[config.mk]
export PLATFORM = sky130hd
export DESIGN_NAME = imem_program_loader
export DESIGN_NICKNAME = d
export VERILOG_FILES = /design/src/rtl/mips_isa_pkg.sv /design/src/rtl/mips_instr_encode.sv /design/src/rtl/imem_program_loader.sv
export SDC_FILE = /design/constraint.sdc
export NUM_CORES = 1
export LEC_CHECK = 0
export ABC_AREA = 1
export CORE_ASPECT_RATIO = 0.5
export CORE_MARGIN = 2
export CORE_UTILIZATION = 45
export DETAILED_ROUTE_END_ITERATION = 12
export PLACE_DENSITY = 0.83
export SYNTH_ARGS = -nofsm -noshare
export SYNTH_HDL_FRONTEND = slang
export SYNTH_SLANG_ARGS = --single-unit
[constraint.sdc]
create_clock -name clk -period 4.15 [get_ports clk]
set_input_delay 0.83 -clock clk [delete_from_list [all_inputs] [get_ports clk]]
set_output_delay 0.83 -clock clk [all_outputs]
set_load 0.1 [all_outputs]
[src/rtl/mips_isa_pkg.sv]
// Shared MIPS ISA definitions for the instruction loader: request kinds, opcode/func fields,
// loader FSM states and the default text base.
package mips_isa_pkg;

    typedef enum logic [3:0] {
        KindAdd = 4'd0,
        KindSub = 4'd1,
        KindOri = 4'd2,
        KindLw  = 4'd3,
        KindSw  = 4'd4,
        KindBeq = 4'd5,
        KindLui = 4'd6,
        KindJal = 4'd7,
        KindJr  = 4'd8
    } reqKindT;

    typedef enum logic [1:0] {
        StLoad,
        StDrain,
        StSealed
    } loaderStateT;

    localparam logic [5:0] OpcRType = 6'h00;
    localparam logic [5:0] OpcOri   = 6'h0D;
    localparam logic [5:0] OpcLw    = 6'h23;
    localparam logic [5:0] OpcSw    = 6'h2B;
    localparam logic [5:0] OpcBeq   = 6'h04;
    localparam logic [5:0] OpcLui   = 6'h0F;
    localparam logic [5:0] OpcJal   = 6'h03;

    localparam logic [5:0] FuncAdd  = 6'h20;
    localparam logic [5:0] FuncSub  = 6'h22;
    localparam logic [5:0] FuncJr   = 6'h08;

    localparam logic [31:0] TextBase = 32'h0000_3000;

endpackage

[src/rtl/mips_instr_encode.sv]
// Combinational encoder: one symbolic request plus its destination pc into a MIPS word,
// flagging requests the core could not execute as written.
module mips_instr_encode
    import mips_isa_pkg::*;
(
    input  logic [3:0]  kind,
    input  logic [4:0]  rs,
    input  logic [4:0]  rt,
    input  logic [4:0]  rd,
    input  logic [15:0] imm,
    input  logic [31:0] target,
    input  logic [31:0] pc,
    output logic [31:0] word,
    output logic        reject
);

    logic [32:0]        pcPlus4;
    logic [32:0]        diff;
    logic signed [32:0] off;
    logic               offInRange;
    logic               targetAligned;
    logic               jalSameRegion;

    // Branch displacement is taken relative to the delay-slot address in 33-bit signed math.
    always_comb begin
        pcPlus4       = {1'b0, pc} + 33'd4;
        diff          = {1'b0, target} - pcPlus4;
        off           = $signed(diff) >>> 2;
        offInRange    = (&off[32:15]) || (~|off[32:15]);
        targetAligned = (target[1:0] == 2'b00);
        jalSameRegion = (target[31:28] == pcPlus4[31:28]);
    end

    always_comb begin
        word   = '0;
        reject = 1'b0;
        case (kind)
            KindAdd: word = {OpcRType, rs, rt, rd, 5'h00, FuncAdd};
            KindSub: word = {OpcRType, rs, rt, rd, 5'h00, FuncSub};
            KindOri: word = {OpcOri, rs, rt, imm};
            KindLw:  word = {OpcLw, rs, rt, imm};
            KindSw:  word = {OpcSw, rs, rt, imm};
            KindLui: word = {OpcLui, 5'h00, rt, imm};
            KindBeq: begin
                word   = {OpcBeq, rs, rt, off[15:0]};
                reject = !targetAligned || !offInRange;
            end
            KindJal: begin
                word   = {OpcJal, target[27:2]};
                reject = !targetAligned || !jalSameRegion;
            end
            KindJr:  word = {OpcRType, rs, 15'h0000, FuncJr};
            default: reject = 1'b1;
        endcase
    end

endmodule

[src/rtl/imem_program_loader.sv]
// Streams encoded instructions into instruction memory at consecutive word addresses,
// one request per handshake, through a single output register.
module imem_program_loader
    import mips_isa_pkg::*;
#(
    parameter logic [31:0] BASE_ADDR  = TextBase,
    parameter int unsigned DEPTH_LOG2 = 10
) (
    input  logic                  clk,
    input  logic                  reset,
    input  logic                  req_valid,
    output logic                  req_ready,
    input  logic [3:0]            req_kind,
    input  logic [4:0]            req_rs,
    input  logic [4:0]            req_rt,
    input  logic [4:0]            req_rd,
    input  logic [15:0]           req_imm,
    input  logic [31:0]           req_target,
    input  logic                  seal,
    output logic                  sealed,
    output logic                  im_we,
    output logic [31:0]           im_addr,
    output logic [31:0]           im_wdata,
    input  logic                  im_ready,
    output logic [DEPTH_LOG2:0]   word_count,
    output logic                  full,
    output logic                  err
);

    localparam logic [DEPTH_LOG2:0] CapacityWords = {1'b1, {DEPTH_LOG2{1'b0}}};
    localparam logic [DEPTH_LOG2:0] CountOne      = {{DEPTH_LOG2{1'b0}}, 1'b1};

    loaderStateT           stateQ, stateD;
    logic [31:0]           pcQ;
    logic [DEPTH_LOG2:0]   acceptedQ;
    logic [DEPTH_LOG2:0]   wordCountQ;
    logic                  imWeQ;
    logic [31:0]           imAddrQ;
    logic [31:0]           imWdataQ;
    logic                  errQ;

    logic                  capReached;
    logic                  reqReadyInt;
    logic                  accept;
    logic                  handshake;
    logic [31:0]           encWord;
    logic                  encReject;

    mips_instr_encode u_encode (
        .kind   (req_kind),
        .rs     (req_rs),
        .rt     (req_rt),
        .rd     (req_rd),
        .imm    (req_imm),
        .target (req_target),
        .pc     (pcQ),
        .word   (encWord),
        .reject (encReject)
    );

    // acceptedQ counts the pending word too, so capacity closes before the last write lands.
    always_comb begin
        capReached  = (acceptedQ == CapacityWords);
        handshake   = imWeQ && im_ready;
        reqReadyInt = (stateQ == StLoad) && !capReached && (!imWeQ || im_ready);
        accept      = req_valid && reqReadyInt;
    end

    always_comb begin
        stateD = stateQ;
        unique case (stateQ)
            StLoad:   if (seal) stateD = StDrain;
            StDrain:  if (!imWeQ || handshake) stateD = StSealed;
            StSealed: stateD = StSealed;
            default:  stateD = StLoad;
        endcase
    end

    always_ff @(posedge clk or posedge reset) begin
        if (reset) begin
            stateQ <= StLoad;
        end else begin
            stateQ <= stateD;
        end
    end

    always_ff @(posedge clk or posedge reset) begin
        if (reset) begin
            pcQ        <= BASE_ADDR;
            acceptedQ  <= '0;
            wordCountQ <= '0;
            imWeQ      <= 1'b0;
            imAddrQ    <= BASE_ADDR;
            imWdataQ   <= '0;
            errQ       <= 1'b0;
        end else begin
            if (handshake) begin
                wordCountQ <= wordCountQ + CountOne;
            end
            // A new word replaces a just-handshaken one with no bubble.
            if (accept && !encReject) begin
                imWeQ     <= 1'b1;
                imAddrQ   <= pcQ;
                imWdataQ  <= encWord;
                pcQ       <= pcQ + 32'd4;
                acceptedQ <= acceptedQ + CountOne;
            end else if (handshake) begin
                imWeQ <= 1'b0;
            end
            if (accept && encReject) begin
                errQ <= 1'b1;
            end
        end
    end

    always_comb begin
        req_ready  = reqReadyInt;
        sealed     = (stateQ == StSealed);
        im_we      = imWeQ;
        im_addr    = imAddrQ;
        im_wdata   = imWdataQ;
        word_count = wordCountQ;
        full       = (wordCountQ == CapacityWords);
        err        = errQ;
    end

endmodule

==> flow_metrics.py, run 1 <==
metrics = {
    "finish": {
        "drive_gt1_share_pct": 23.4,
        "final_area_mm2": 0.0133,
        "num_antenna_cells": 0,
        "nNetsFinal": 1732,
        "area_delta_synth_final_pct": 47.7,
    },
    "sta": {
        "whs_ps": 472,
        "setup_tns_ps": -14190,
        "setup_ws_ps": -217,
        "drv_slew": 0,
        "period_share_pct": 105,
        "finalSetupViolCount": 104,
        "tightestPinTransition_ps": 1080,
        "finalHoldViolCount": 0,
        "finClkSkew_ps": 11.2,
        "relSlewSlack_pct": 27.5,
        "fin_crit_ps": 4370,
        "rsz0062_at_grt": "true",
        "fmax_mhz": 229,
    },
    "global_routing": {
        "grt_pass1_wl_um": 47100,
        "gr-total-overflow": 0,
        "antenna_found_initial": 0,
        "grt.total_usage_pct": 27.8,
        "grt_max_degree": 59,
        "grt_pass1_vias": 9505,
    },
    "pwr": {
        "p_leak_uw": 0.00649,
        "power.density_mw_per_mm2": 476,
        "ir_worst_vdd_uv": 349,
    },
    "synth": {
        "synthMuxAreaShare_pct": 0,
        "ys_types": 46,
        "synth_xor_area_share_pct": 4.10,
        "ys.flop_type": "dfrtp_1",
        "synth_top_area_cell": "dfrtp_1",
        "ys_seq_area_share_pct": 32.7,
        "synthArstFlopShare_pct": 100,
        "synth.area.top_cells": "dfrtp_1, nand2_1, nand3_1",
        "synth_top_family_by_area": "simple AND/OR/NAND/NOR gates",
        "synth_area_mm2": 0.00898,
        "ys_ff_latch": 117,
        "synth_compound_area_share_pct": 5.78,
        "synth_enable_flop_cells": 0,
        "yosysWarnings": 0,
        "synth_top_area_share_pct": 31.5,
        "yosys.area_share.simple_pct": 42.0,
        "synthAdderAreaFrac_pct": 4.96,
        "syn-instance-count": 1374,
        "avgSynthCellArea_um2": 6.53,
    },
    "route": {
        "firstDrtPassIters": 6,
        "wl_um": 36100,
        "drc": 0,
        "wire_per_inst_um": 19.0,
        "vias": 11100,
        "ant_nets": 0,
        "drt_iter0_drc": 1651,
        "routed_via_density": 5.83,
    },
    "clock_tree": {
        "htree_levels": 4,
        "clk_pin_slew_ps": 70,
        "cts_hold_buffers": 0,
        "clockRootBuffer": "clkbuf_16",
        "cts_buffers": 17,
        "insertion_delay_ps": 430,
        "clockBufferDepth": 2,
        "cts_sinks": 117,
        "cts_tree": "yes",
    },
    "critical_path": {
        "worstSetupPathType": "reg2reg",
        "r2r_setup_slack_ps": -220,
        "reg2reg_from": "pcQ[8]$_DFFE_PP0P_",
        "critPathCaptureType": "flip-flop",
        "crit_path_end": "pcQ[14]$_DFFE_PP0P_",
        "crit_required_ps": 4470,
        "critPathLaunch": "pcQ[8]$_DFFE_PP0P_",
        "worstRegToRegCells": 25,
        "crit_arrival_ps": 4680,
        "worst_r2r_endpoint": "pcQ[14]$_DFFE_PP0P_",
        "cp-start-kind": "flip-flop",
        "crit_fanout": 16,
    },
    "die": {
        "num_io_pins": 152,
        "die_h_um": 104,
        "core_mm2": 0.0195,
        "die_w_um": 204,
        "start_util_pct": 46.0,
        "die_area_mm2": 0.0212,
        "num_rows": 36,
    },
    "hold_path": {
        "hp-start": "im_addr[13]$_DFFE_PP1P_",
        "hp-class": "reg2reg",
        "whs_path_depth": 2,
    },
    "place": {
        "post_dp_cell_area_mm2": 0.0114,
        "dp_hpwl_um": 22000,
        "routabilityCongestion": 0.970,
        "port_buffers": 148,
        "dp_slack_ps": -113,
    },
    "flow_run": {
        "maxCapViolCount": 0,
    },
    "run_status": {
        "violations": "setup timing",
        "status": "finished, violations left",
    },
}
## layer usage
metal	global-route usage, %	vias up	share of wire (%)
met2	43.7	828	44
met5	0	-	0
met1	38.9	5113	39
met4	7.46	0	5.3
li1	-	4910	-
met3	5.95	245	12
## cells in the final DEF, fill, tap and decap left out, types with 10 or more instances in the layout
master	netlist	final
inv_2	5	17
a21oi_2	0	13
nand2_2	13	64
o21ai_0	29	28
xor2_1	34	20
clkdlybuf4s50_1	0	147
dfrtp_1	113	113
clkbuf_16	0	24
nand2_4	0	11
ha_1	34	19
nand3_1	200	183
inv_1	170	157
nor3_1	21	14
buf_4	10	104
ha_4	0	12
a21oi_1	31	18
nor2_2	8	34
nand3_2	6	22
xor2_2	0	10
nand4_1	37	37
nand2_1	483	419
nor2_1	85	53
## critical path: stages (launching register included)
cell       delay, ps
dfrtp_1          420
buf_4            210
nand2_1           90
nor2_1           340
nand2_4          150
nor2_4           210
nand2_2          100
xor2_2           250
inv_1            100
ha_4             250
a21oi_1          120
inv_1             90
nor2_2           140
a21boi_2         200
nand3_1          170
a21oi_2          200
nand3_2          110
nor2_1           110
nand2_1           70
nand3_2           90
nand2_4           80
nand2_8          140
nand2_8          160
clkbuf_16        250
nand2_1           90
nand2_1           80
## cell usage after synthesis, drive strengths merged, types with 2 or more instances
| cell type | instances |
|---|---|
| xor2 | 34 |
| o21bai | 3 |
| buf | 26 |
| dfstp | 4 |
| a21boi | 2 |
| o2111ai | 3 |
| a22oi | 6 |
| or2 | 4 |
| nor3 | 21 |
| clkinv | 3 |
| o31ai | 2 |
| a21oi | 31 |
| nor4 | 4 |
| a31oi | 3 |
| o21a | 3 |
| nand4 | 37 |
| xnor2 | 8 |
| inv | 175 |
| clkbuf | 17 |
| dfrtp | 113 |
| nand3 | 206 |
| or3 | 2 |
| ha | 34 |
| o21ai | 31 |
| nor2 | 93 |
| nand3b | 3 |
| nand2 | 496 |
## power breakdown
group | total [uW] | switching (uW) | internal (uW)
Clock | 1540 | 643 | 900
Combinational | 3230 | 2370 | 867
Sequential | 1540 | 180 | 1360
Total | 6320 | 3190 | 3130
## how the worst min path moves through the flow
stage                                     to  slack (ps)
finish               im_addr[13]$_DFFE_PP1P_         470
global route        im_wdata[24]$_DFFE_PP0P_         490
CTS                 im_wdata[23]$_DFFE_PP0P_         470
detailed placement  im_wdata[23]$_DFFE_PP0P_         460
global placement    im_wdata[10]$_DFFE_PP0P_         450
floorplan           acceptedQ[9]$_DFFE_PP0P_         440
## logic make-up after synthesis
kind of cell	count (synthesis)
buf+inv	221
flops	117
compound gates	89
simple gates	869
xor+xnor	42
other cells	1
fa+ha+maj	35
## stage by stage
step / total power (uW) / util [%] / instances
2_1_floorplan: 3670 / - / 1376
3_3_place_gp: 4450 / 58.4 / 1849
3_5_place_dp: 4490 / 58.4 / 1849
4_1_cts: 6020 / 62.0 / 1882
5_1_grt: 6510 / 68.0 / 1904
6_report: 6320 / 68.0 / 1904
## state kept, by name (all words and copies together) (netlist names)
| register | flops |
|---|---|
| acceptedQ | 11 |
| err | 1 |
| im_addr | 30 |
| im_wdata | 31 |
| im_we | 1 |
| pcQ | 30 |
| stateQ | 2 |
| word_count | 11 |
## final cells by class
class                           instances  area, um^2
Fill cell                            1423        6240
Tap cell                              266         333
Multi-Input combinational cell       1039        6050
Sequential cell                       117        2930
Timing Repair Buffer                  272        2680
Inverter                              178         671
Clock buffer                           17         425
Clock inverter                         15         170
## timing repair
| item | in CTS | in global routing |
|---|---|---|
| pin swaps | 4 | 38 |
| endpoints found under the setup margin | 103 | 104 |
| resized for setup | 17 | 211 |
| setup buffers | 0 | 14 |
| gates cloned | 1 | 8 |
(Power assumes the default switching activity.)
==> run 2: changes to the inputs <==
Settings changed: CTS_CLUSTER_DIAMETER from default to 40.
==> results of run 2 <==
Final layout, timing and power as in run 1 (identical DEF).
==> run 3: changes to the inputs <==
Settings changed: MAX_ROUTING_LAYER from default to met4.
==> flow_metrics.py, run 3 (same netlist as run 1, synthesis figures left out) <==
metrics = {
    "run_status": {
        "status": "finished, violations left",
        "violations": "setup timing",
    },
    "sta": {
        "fmax_mhz": 224,
        "whs_ps": 466,
        "period_share_pct": 108,
        "tightestPinTransition_ps": 1040,
        "setup_ws_ps": -315,
        "relSlewSlack_pct": 30.4,
        "drv_slew": 0,
        "rsz0062_at_grt": "true",
        "fin_crit_ps": 4460,
        "finalSetupViolCount": 101,
        "finClkSkew_ps": 17.5,
        "finalHoldViolCount": 0,
    },
    "place": {
        "dp_hpwl_um": 21900,
        "port_buffers": 148,
        "routabilityCongestion": 1.01,
    },
    "critical_path": {
        "reg2reg_from": "pcQ[12]$_DFFE_PP1P_",
        "worstSetupPathType": "reg2reg",
        "cp-start-kind": "flip-flop",
        "critPathTopFamily": "simple AND/OR/NAND/NOR gates",
        "slowest_delay_ps": 560,
        "critPathCaptureType": "flip-flop",
        "crit_required_ps": 4480,
        "crit_path_frequent_cell": "nand2_1",
        "r2r_setup_slack_ps": -310,
        "crit_chain": "buf_4, nand2_1, nor2_1, nand2_1, nor2_4, xor2_2, ha_2, a21oi_2, a21boi_0, nand2_1, inv_1, nand2_1, nand2_1, nand2_1, nor2_1, nand3_1, nor2_2, nand2_1, nand3_1, nand2_2, nand2_8, buf_4, nand3_1, nand2_1",
        "worst_r2r_endpoint": "im_addr[30]$_DFFE_PP0P_",
        "crit_fanout": 18,
        "crit_arrival_ps": 4800,
        "worstRegToRegCells": 24,
        "crit_buf_inv": 3,
        "cp_slowest_cell": "dfstp_2",
    },
    "finish": {
        "largest_register_ffs": 31,
        "area_delta_synth_final_pct": 44.5,
        "layout_commonest_cell": "nand2_1",
        "drive_gt1_share_pct": 20.3,
        "nNetsFinal": 1731,
        "num_antenna_cells": 0,
        "final_cell_mix": "nand2_1, nand3_1, inv_1, clkdlybuf4s50_1, dfrtp_1",
    },
    "route": {
        "drt_iter0_drc": 1468,
        "wl_um": 33700,
        "routed_via_density": 5.65,
        "ant_nets": 0,
        "wire_per_inst_um": 17.7,
        "vias": 10800,
        "drc": 0,
        "firstDrtPassIters": 7,
    },
    "clock_tree": {
        "cts_tree": "yes",
        "clk_pin_slew_ps": 70,
        "clockBufferDepth": 2,
        "htree_levels": 4,
        "clockRootBuffer": "clkbuf_16",
        "insertion_delay_ps": 430,
        "cts_buffers": 17,
        "cts_sinks": 117,
        "cts_hold_buffers": 0,
    },
    "die": {
        "die_w_um": 204,
        "die_area_mm2": 0.0212,
        "num_io_pins": 152,
        "num_rows": 36,
        "core_mm2": 0.0195,
        "start_util_pct": 46.0,
        "die_h_um": 104,
    },
    "pwr": {
        "fin_total_pwr_uw": 6190,
        "power.density_mw_per_mm2": 477,
        "ir_worst_vdd_uv": 428,
        "p_leak_uw": 0.00641,
    },
    "flow_run": {
        "maxCapViolCount": 0,
    },
    "global_routing": {
        "grt.total_usage_pct": 28.7,
        "antenna_found_initial": 0,
        "gr-total-overflow": 0,
        "grt_pass1_vias": 9436,
        "grt_pass1_wl_um": 47300,
        "grt_max_degree": 64,
    },
    "hold_path": {
        "whs_path_depth": 2,
        "hp-class": "reg2reg",
        "hold_path_end": "im_addr[13]$_DFFE_PP1P_",
        "hp-start": "im_addr[13]$_DFFE_PP1P_",
    },
}
run 3: what timing repair did:
item,in CTS,in global routing
cloned,0,4
resized for setup,12,159
pin swaps,2,26
endpoints found under the setup margin,104,104
buffers inserted,1,13
run 3: per-layer routing:
metal  GRT usage (%)  vias to the layer above  wire length (um)
met5               -                        -                 0
met4            7.98                        0              1460
met3            5.95                      180              3670
met2            43.7                      702             15300
met1            38.8                     4962             13300
li1                -                     4910                 -
run 3: how the worst max path moves through the flow:
stage,start,end,depth (start not counted)
floorplan,word_count[0]$_DFFE_PP0P_,full,4
global placement,req_target[4],im_addr[31]$_DFFE_PP0P_,25
detailed placement,req_target[4],im_addr[26]$_DFFE_PP0P_,25
CTS,pcQ[4]$_DFFE_PP0P_,pcQ[22]$_DFFE_PP0P_,28
global route,pcQ[12]$_DFFE_PP1P_,im_addr[30]$_DFFE_PP0P_,26
finish,pcQ[12]$_DFFE_PP1P_,im_addr[30]$_DFFE_PP0P_,24
run 3: worst register-to-register path: stages (launching register included):
cell and delay [ps]:
dfstp_2 560, buf_4 150, nand2_1 120, nor2_1 200, nand2_1 150, nor2_4 210
xor2_2 370, ha_2 410, a21oi_2 210, a21boi_0 190, nand2_1 90, inv_1 70
nand2_1 50, nand2_1 50, nand2_1 80, nor2_1 110, nand3_1 110, nor2_2 130
nand2_1 70, nand3_1 90, nand2_2 90, nand2_8 130, buf_4 280, nand3_1 200
nand2_1 250
run 3: where the power goes:
| group | leakage, uW | internal [uW] | switching [uW] |
|---|---|---|---|
| registers | 0.00155 | 1360 | 157 |
| logic | 0.00456 | 817 | 2300 |
| clock network | 0.000293 | 917 | 637 |
| total | 0.00641 | 3090 | 3090 |
run 3: through the flow:
step | utilization, % | setup slack (ps) | area [um^2] | setup TNS [ps] | instances
final | 66.5 | -315 | 13000 | -7040 | 1903
after global placement | 58.5 | -73.9 | 11400 | -2120 | 1853
after floorplan | - | 62.1 | 8990 | 0 | 1376
after global routing | 66.5 | -514 | 13000 | -27060 | 1903
after CTS | 62.0 | -7.52 | 12100 | -7.52 | 1886
after detailed placement | 58.5 | -128 | 11400 | -8370 | 1853
run 3: layout make-up:
type / instances / area (um^2)
Fill cell: 1456 / 6530
Multi-Input combinational cell: 1039 / 5870
Sequential cell: 117 / 2930
Timing Repair Buffer: 271 / 2570
Inverter: 178 / 671
Clock buffer: 18 / 439
Tap cell: 266 / 333
Clock inverter: 14 / 164
